==> src/rtl/mem_arbiter_pkg.sv <==
// mem_arb_pkg: shared types and helpers for the memory-port arbiter.
//   arb_state_t  - arbiter FSM state encoding
//   owner_w()    - index width for a vector of n entries (never below 1 bit)
package mem_arb_pkg;

    typedef enum logic [1:0] {
        ARB_IDLE  = 2'd0,
        ARB_ISSUE = 2'd1,
        ARB_RESP  = 2'd2
    } arb_state_t;

    // Width of an index into n entries; a 1-entry space still needs a 1-bit field.
    function automatic int owner_w(input int n);
        return (n > 1) ? $clog2(n) : 1;
    endfunction

endpackage

==> src/rtl/mem_arbiter_if.sv <==
// mem_arbiter_if: requester-side and memory-side bus of the arbiter.
//   Requester side: req_addr/req_rd/req_wr/req_wdata/req_lock (per requester, in)
//                   req_rdata (shared), req_ready, grant (out of arbiter)
//   Memory side:    mem_addr/mem_rd/mem_wr/mem_wdata (out of arbiter)
//                   mem_rdata/mem_ready (into arbiter)
// Modports: slave  - the arbiter's view
//           master - the environment's view (requesters + memory model)
interface mem_arbiter_if #(
    parameter int NUM_REQ    = 2,
    parameter int ADDR_WIDTH = 32,
    parameter int DATA_WIDTH = 32
);
    logic [NUM_REQ-1:0][ADDR_WIDTH-1:0] req_addr;
    logic [NUM_REQ-1:0]                 req_rd;
    logic [NUM_REQ-1:0]                 req_wr;
    logic [NUM_REQ-1:0][DATA_WIDTH-1:0] req_wdata;
    logic [NUM_REQ-1:0]                 req_lock;
    logic [DATA_WIDTH-1:0]              req_rdata;
    logic [NUM_REQ-1:0]                 req_ready;
    logic [NUM_REQ-1:0]                 grant;

    logic [ADDR_WIDTH-1:0]              mem_addr;
    logic                               mem_rd;
    logic                               mem_wr;
    logic [DATA_WIDTH-1:0]              mem_wdata;
    logic [DATA_WIDTH-1:0]              mem_rdata;
    logic                               mem_ready;

    modport slave (
        input  req_addr, req_rd, req_wr, req_wdata, req_lock,
        output req_rdata, req_ready, grant,
        output mem_addr, mem_rd, mem_wr, mem_wdata,
        input  mem_rdata, mem_ready
    );

    modport master (
        output req_addr, req_rd, req_wr, req_wdata, req_lock,
        input  req_rdata, req_ready, grant,
        input  mem_addr, mem_rd, mem_wr, mem_wdata,
        output mem_rdata, mem_ready
    );
endinterface

==> src/rtl/mem_arbiter_rr_picker.sv <==
// rr_picker: combinational round-robin winner selection.
//   req        - per-requester request (rd|wr)
//   last_owner - index of the most recent winner
//   lock_hold  - current owner holds a live lock and is requesting
//   win_idx    - selected requester (only meaningful with win_vld)
//   win_vld    - at least one request present
module rr_picker
    import mem_arb_pkg::*;
#(
    parameter int NUM_REQ = 2,
    parameter int IDX_W   = owner_w(NUM_REQ)
) (
    input  logic [NUM_REQ-1:0] req,
    input  logic [IDX_W-1:0]   last_owner,
    input  logic               lock_hold,
    output logic [IDX_W-1:0]   win_idx,
    output logic               win_vld
);

    int               cand_i;
    logic [IDX_W-1:0] cand;
    logic             found;

    always_comb begin
        win_vld = |req;
        win_idx = last_owner;
        cand_i  = 0;
        cand    = '0;
        // A live lock keeps the grant on last_owner; otherwise scan upward
        // from last_owner+1 and wrap, ending on last_owner itself.
        found   = lock_hold;
        for (int k = 1; k <= NUM_REQ; k++) begin
            cand_i = (int'(last_owner) + k) % NUM_REQ;
            cand   = IDX_W'(cand_i);
            if (!found && req[cand]) begin
                win_idx = cand;
                found   = 1'b1;
            end
        end
    end

endmodule

==> src/rtl/mem_arbiter.sv <==
// mem_arbiter: round-robin sharing of one memory port among NUM_REQ requesters.
//   clk, rst_n - clock, asynchronous active-low reset
//   bus        - mem_arbiter_if.slave: requester request/response lines and
//                the registered memory port
// Flow: IDLE picks a winner and registers its request onto the memory port,
// ISSUE holds it until mem_ready, RESP pulses req_ready[owner] with the read
// data and decides whether the owner keeps a lock for its next transaction.
module mem_arbiter
    import mem_arb_pkg::*;
#(
    parameter int NUM_REQ    = 2,
    parameter int ADDR_WIDTH = 32,
    parameter int DATA_WIDTH = 32,
    parameter int MAX_HOLD   = 4
) (
    input  logic          clk,
    input  logic          rst_n,
    mem_arbiter_if.slave  bus
);

    localparam int IDX_W  = owner_w(NUM_REQ);
    localparam int HOLD_W = owner_w(MAX_HOLD);

    arb_state_t state, state_nxt;
    logic       issue_go, resp_go;

    logic [NUM_REQ-1:0]    req_vec;
    logic [IDX_W-1:0]      last_owner;
    logic [IDX_W-1:0]      win_idx;
    logic                  win_vld;
    logic                  owner_req;
    logic                  lock_active;
    logic [HOLD_W-1:0]     hold_cnt;
    logic                  lock_keep;

    logic [ADDR_WIDTH-1:0] mem_addr_q;
    logic [DATA_WIDTH-1:0] mem_wdata_q;
    logic                  mem_rd_q, mem_wr_q;
    logic [DATA_WIDTH-1:0] req_rdata_q;
    logic [NUM_REQ-1:0]    req_ready_q;
    logic [NUM_REQ-1:0]    grant_q;

    assign req_vec   = bus.req_rd | bus.req_wr;
    assign owner_req = req_vec[last_owner];

    // last_owner doubles as the current owner from ISSUE through RESP.
    // Lock is extended only while the owner's run stays below MAX_HOLD.
    assign lock_keep = bus.req_lock[last_owner] && (int'(hold_cnt) < MAX_HOLD - 1);

    rr_picker #(
        .NUM_REQ (NUM_REQ),
        .IDX_W   (IDX_W)
    ) u_picker (
        .req        (req_vec),
        .last_owner (last_owner),
        .lock_hold  (lock_active & owner_req),
        .win_idx    (win_idx),
        .win_vld    (win_vld)
    );

    // ---------------- FSM ----------------
    always_ff @(posedge clk or negedge rst_n) begin
        if (!rst_n) state <= ARB_IDLE;
        else        state <= state_nxt;
    end

    always_comb begin
        state_nxt = state;
        issue_go  = 1'b0;
        resp_go   = 1'b0;
        case (state)
            ARB_IDLE: begin
                if (win_vld) begin
                    state_nxt = ARB_ISSUE;
                    issue_go  = 1'b1;
                end
            end
            ARB_ISSUE: begin
                if (bus.mem_ready) begin
                    state_nxt = ARB_RESP;
                    resp_go   = 1'b1;
                end
            end
            ARB_RESP: state_nxt = ARB_IDLE;
            default:  state_nxt = ARB_IDLE;
        endcase
    end

    // ---------------- memory port ----------------
    // Address/data load only on issue, so they hold through ISSUE and RESP.
    always_ff @(posedge clk or negedge rst_n) begin
        if (!rst_n) begin
            mem_addr_q  <= '0;
            mem_wdata_q <= '0;
            mem_rd_q    <= 1'b0;
            mem_wr_q    <= 1'b0;
        end else if (issue_go) begin
            mem_addr_q  <= bus.req_addr[win_idx];
            mem_wdata_q <= bus.req_wdata[win_idx];
            // rd and wr together is illegal; it goes out as a write.
            mem_wr_q    <= bus.req_wr[win_idx];
            mem_rd_q    <= bus.req_rd[win_idx] & ~bus.req_wr[win_idx];
        end else if (resp_go) begin
            mem_rd_q    <= 1'b0;
            mem_wr_q    <= 1'b0;
        end
    end

    // ---------------- requester response ----------------
    always_ff @(posedge clk or negedge rst_n) begin
        if (!rst_n) begin
            req_rdata_q <= '0;
            req_ready_q <= '0;
        end else begin
            req_ready_q <= '0;
            if (resp_go) begin
                req_rdata_q <= bus.mem_rdata;
                req_ready_q <= NUM_REQ'(1) << last_owner;
            end
        end
    end

    // ---------------- ownership / lock ----------------
    always_ff @(posedge clk or negedge rst_n) begin
        if (!rst_n) begin
            grant_q     <= '0;
            last_owner  <= IDX_W'(NUM_REQ - 1);
            lock_active <= 1'b0;
            hold_cnt    <= '0;
        end else begin
            case (state)
                ARB_IDLE: begin
                    // Owner walked away: the lock is gone even if nobody else asks.
                    if (lock_active && !owner_req) begin
                        lock_active <= 1'b0;
                        hold_cnt    <= '0;
                    end
                    if (issue_go) begin
                        grant_q    <= NUM_REQ'(1) << win_idx;
                        last_owner <= win_idx;
                        if (win_idx != last_owner) hold_cnt <= '0;
                    end
                end
                ARB_RESP: begin
                    grant_q <= '0;
                    if (lock_keep) begin
                        lock_active <= 1'b1;
                        hold_cnt    <= hold_cnt + HOLD_W'(1);
                    end else begin
                        lock_active <= 1'b0;
                        hold_cnt    <= '0;
                    end
                end
                default: ;
            endcase
        end
    end

    assign bus.mem_addr  = mem_addr_q;
    assign bus.mem_wdata = mem_wdata_q;
    assign bus.mem_rd    = mem_rd_q;
    assign bus.mem_wr    = mem_wr_q;
    assign bus.req_rdata = req_rdata_q;
    assign bus.req_ready = req_ready_q;
    assign bus.grant     = grant_q;

endmodule
==> src/flat_wrapper.sv <==
// flat-port wrapper written by rule: the top's interface ports become plain ports
module mem_arbiter_flat import mem_arb_pkg::*;
#(
    parameter int NUM_REQ    = 2,
    parameter int ADDR_WIDTH = 32,
    parameter int DATA_WIDTH = 32,
    parameter int MAX_HOLD   = 4
)
  (clk, rst_n, bus_req_addr, bus_req_rd, bus_req_wr, bus_req_wdata, bus_req_lock, bus_req_rdata, bus_req_ready, bus_grant, bus_mem_addr, bus_mem_rd, bus_mem_wr, bus_mem_wdata, bus_mem_rdata, bus_mem_ready);
  mem_arbiter_if #(.NUM_REQ(NUM_REQ), .ADDR_WIDTH(ADDR_WIDTH), .DATA_WIDTH(DATA_WIDTH)) bus_i ();
  input  logic clk;
  input  logic rst_n;
  input wire logic [$bits(bus_i.req_addr)-1:0] bus_req_addr;
  input wire logic [$bits(bus_i.req_rd)-1:0] bus_req_rd;
  input wire logic [$bits(bus_i.req_wr)-1:0] bus_req_wr;
  input wire logic [$bits(bus_i.req_wdata)-1:0] bus_req_wdata;
  input wire logic [$bits(bus_i.req_lock)-1:0] bus_req_lock;
  output wire logic [$bits(bus_i.req_rdata)-1:0] bus_req_rdata;
  output wire logic [$bits(bus_i.req_ready)-1:0] bus_req_ready;
  output wire logic [$bits(bus_i.grant)-1:0] bus_grant;
  output wire logic [$bits(bus_i.mem_addr)-1:0] bus_mem_addr;
  output wire logic [$bits(bus_i.mem_rd)-1:0] bus_mem_rd;
  output wire logic [$bits(bus_i.mem_wr)-1:0] bus_mem_wr;
  output wire logic [$bits(bus_i.mem_wdata)-1:0] bus_mem_wdata;
  input wire logic [$bits(bus_i.mem_rdata)-1:0] bus_mem_rdata;
  input wire logic [$bits(bus_i.mem_ready)-1:0] bus_mem_ready;
  assign bus_i.req_addr = bus_req_addr;
  assign bus_i.req_rd = bus_req_rd;
  assign bus_i.req_wr = bus_req_wr;
  assign bus_i.req_wdata = bus_req_wdata;
  assign bus_i.req_lock = bus_req_lock;
  assign bus_req_rdata = bus_i.req_rdata;
  assign bus_req_ready = bus_i.req_ready;
  assign bus_grant = bus_i.grant;
  assign bus_mem_addr = bus_i.mem_addr;
  assign bus_mem_rd = bus_i.mem_rd;
  assign bus_mem_wr = bus_i.mem_wr;
  assign bus_mem_wdata = bus_i.mem_wdata;
  assign bus_i.mem_rdata = bus_mem_rdata;
  assign bus_i.mem_ready = bus_mem_ready;
  mem_arbiter #(.NUM_REQ(NUM_REQ), .ADDR_WIDTH(ADDR_WIDTH), .DATA_WIDTH(DATA_WIDTH), .MAX_HOLD(MAX_HOLD)) u_core (.clk(clk), .rst_n(rst_n), .bus(bus_i));
endmodule
==> config.mk <==
export PLATFORM = sky130hd
export DESIGN_NAME = mem_arbiter_flat
export DESIGN_NICKNAME = d
export VERILOG_FILES = /design/src/rtl/mem_arbiter_pkg.sv /design/src/rtl/mem_arbiter_if.sv /design/src/rtl/mem_arbiter_rr_picker.sv /design/src/rtl/mem_arbiter.sv /design/src/flat_wrapper.sv
export SDC_FILE = /design/constraint.sdc
export NUM_CORES = 1
export LEC_CHECK = 0
export ABC_CLOCK_PERIOD_IN_PS = 4300
export CORE_UTILIZATION = 42
export CTS_CLUSTER_DIAMETER = 50
export CTS_CLUSTER_SIZE = 10
export DETAILED_ROUTE_END_ITERATION = 8
export PLACE_DENSITY_LB_ADDON = 0.25
export SYNTH_ARGS = -nofsm -noshare
export SYNTH_HDL_FRONTEND = slang
export SYNTH_HIERARCHICAL = 1
export SYNTH_SLANG_ARGS = --single-unit
==> constraint.sdc <==
create_clock -name clk -period 4.3 [get_ports clk]
set_input_delay 0.43 -clock clk [delete_from_list [all_inputs] [get_ports clk]]
set_output_delay 0.43 -clock clk [all_outputs]
set_load 0.05 [all_outputs]
==> reports/metrics.yaml <==
fin_crit_ns: 2.889
final_area_sq_um: 7881
p_clk_frac: 0.137
net-switching-power_mw: 3.376
r2r_slack_ns: 1.41
r2r_end: "u_core/hold_cnt[1]"
reg2reg_from: "u_core/last_owner"
initial_core_util: 0.4353
status: "complete, no violations"
place_inst: 800
final_common_cell: "clkdlybuf4s50_1"
routed_via_density: 4.893
grt_antenna_before_repair: 0
grt_start_max_net_pins: 75
die_h_um: 108.7
cts_buffer_depth: 2
cts_tree: "done"
setup_violations: 0
yosysWarningCount: 6
ioPinCount: 271
synth_edf_count: 0
max_freq_ghz: 0.3461
slew_violations: 0
postCtsSetupRepairBufs: 0
first_pass_iters: 4
cts_num_sinks: 108
avgSynthCellArea_sq_um: 11.60
hold_path_class: "input pin to asynchronous set/reset pin"
max_cap_viol_count: 0
diodes: 0
peakVddDrop_mv: 0.5342
cts_made_buffers: 9
async_flop_share: 1.000
worstPathArrival_ns: 3.13
seq_area_frac_synth: 0.5656
min_period_over_period: 0.6720
h-tree-depth: 3
num_rows: 38
endpoint_kind: "flop"
reg2reg_depth: 8
p_total_mw: 7.025
hold_violations: 0
grt_pass1_wl_mm: 19.41
detail-route-antenna-nets: 0
pwr_density_cell_nw_per_um2: 891.3
nNetsFinal: 841
fin_tns_setup_ns: 0
path_clk_slew_ns: 0.07
grt_pass1_vias: 4054
final_cell_mix: "clkdlybuf4s50_1, dfrtp_1, nand2_1"
swShare: 0.4806
tightest_slew_ns: 0.9004
wl_mm: 12.82
syn-num-nets: 582
dpl-instance-area_sq_um: 7526
netlist_instances: 412
relSlewSlack: 0.3997
vias: 3993
crit_type: "flop to flop"
combPwrFrac: 0.605
synthFlopType: "dfrtp_1"
worstSetupStartpointType: "flop"
setup.worst_path.start: "u_core/last_owner"
stdcell_count: 816
critPathMaxFanout: 23
cts.hold.buffers_added: 0
place_congestion: 0.7823
grt_usage: 0.2158
drive_above_1_share: 0.09320
holdWs_ns: 0.1997
place_hpwl_mm: 9.967
syn_area_sq_um: 4781
area_growth_pct: 64.85
port_buffers: 270
skew_ns: 0.006736
drc: 0
critPathRequiredTime_ns: 4.54
ctsRootBufferMaster: "clkbuf_16"
grt_overflow: 0
initialDrtViolationCount: 118
post_cts_resized: 0
leakage_nw: 3.485
worst_skew_pair.late_latency_ns: 0.34
die_x_um: 108.7
die-area_sq_um: 11810
seq_power_share: 0.257
internal-power_mw: 3.649
synth.distinct_cells: 38
fp.coreArea_sq_um: 10980
synth_seq_cells: 108
rsz0062_at_grt: "false"
wl_per_cell_um: 15.71
-- logic make-up (layout without fill, tap and decap cells) --
logic type | after synthesis | after routing | share of synthesized area
and+or+nand+nor | 87 | 87 | 0.07799
xor gates and xnor gates | 1 | 1 | 0.001832
muxes | 98 | 98 | 0.2138
DFF | 108 | 108 | 0.5656
buffers and inverters | 37 | 301 | 0.04842
adders and majority gates | 1 | 1 | 0.002617
AOI/OAI and AO/OA | 80 | 80 | 0.08977
-- cells in the mapped netlist (2+ instances only) --
| cell | count | share of area |
|---|---|---|
| mux2i_1 | 65 | 0.14 |
| clkbuf_2 | 6 | 0.0063 |
| o21ai_1 | 58 | 0.061 |
| nand3b_1 | 2 | 0.0031 |
| nand3_1 | 3 | 0.0031 |
| buf_6 | 9 | 0.021 |
| or2_2 | 2 | 0.0026 |
| dfrtp_1 | 107 | 0.56 |
| nor2_1 | 3 | 0.0024 |
| inv_1 | 9 | 0.0071 |
| a2bb2oi_1 | 2 | 0.0037 |
| mux2_2 | 33 | 0.078 |
| o21ai_0 | 11 | 0.012 |
| buf_2 | 11 | 0.012 |
| nand2_1 | 67 | 0.053 |
| nand2b_1 | 2 | 0.0026 |
-- worst max path at each step --
stage	cells past startpoint	slack, ns	end
finish	8	1.41	u_core/hold_cnt[1]
global route	8	1.25	u_core/hold_cnt[1]
CTS	8	1.39	u_core/hold_cnt[1]
detailed placement	9	1.14	u_core/hold_cnt[1]
global placement	9	1.24	u_core/hold_cnt[1]
floorplan	8	1.87	u_core/bus.mem_addr[10]
-- metrics by stage --
stage	worst slack, ns	utilization
4_1_cts	1.390	0.7176
6_report	1.411	0.7176
2_1_floorplan	1.866	-
3_5_place_dp	1.142	0.6852
5_1_grt	1.252	0.7176
3_3_place_gp	1.237	0.6852
-- per-layer routing --
| metal | up-vias | global-route usage | wire (um) | share of wire |
|---|---|---|---|---|
| li1 | 1935 | - | - | - |
| met1 | 1863 | 0.2272 | 4682 | 0.37 |
| met2 | 172 | 0.4028 | 6684 | 0.52 |
| met3 | 23 | 0.06575 | 1156 | 0.090 |
| met4 | 0 | 0.07722 | 293 | 0.023 |
| met5 | - | 0 | 0 | 0 |
-- worst max-delay path, cell delays in order, from the launching register on --
cell	delay (ns)
dfstp_2	0.64
or3b_2	0.50
and3_1	0.20
nor2b_1	0.15
o21a_4	0.42
buf_4	0.35
xnor2_1	0.15
o22ai_1	0.11
o32ai_1	0.27
-- state kept, by name, summed over array words and instances (netlist names) --
register / cells
u_core/bus.grant: 2
u_core/bus.mem_rd: 1
u_core/last_owner: 1
u_core/state: 2
u_core/bus.mem_wdata: 32
u_core/bus.req_ready: 2
u_core/bus.mem_wr: 1
u_core/hold_cnt: 2
u_core/bus.req_rdata: 32
u_core/lock_active: 1
u_core/bus.mem_addr: 32
-- power by group through the flow --
stage / registers (mW) / logic (mW) / clock network (mW)
after global placement: 1.80 / 4.21 / 0
after global routing: 1.87 / 4.50 / 1.03
after CTS: 1.81 / 4.29 / 0.986
after detailed placement: 1.82 / 4.29 / 0
after floorplan: 3.44 / 1.30 / 0
final: 1.81 / 4.25 / 0.965
-- layout make-up --
class                           count  area, sq um
Clock buffer                        9        225.2
Clock inverter                      7        130.1
Fill cell                         834         3102
Inverter                            9        33.78
Multi-Input combinational cell    267         1856
Sequential cell                   108         2704
Tap cell                          140        175.2
Timing Repair Buffer              276         2758
Power figures use the tool's default switching activity.
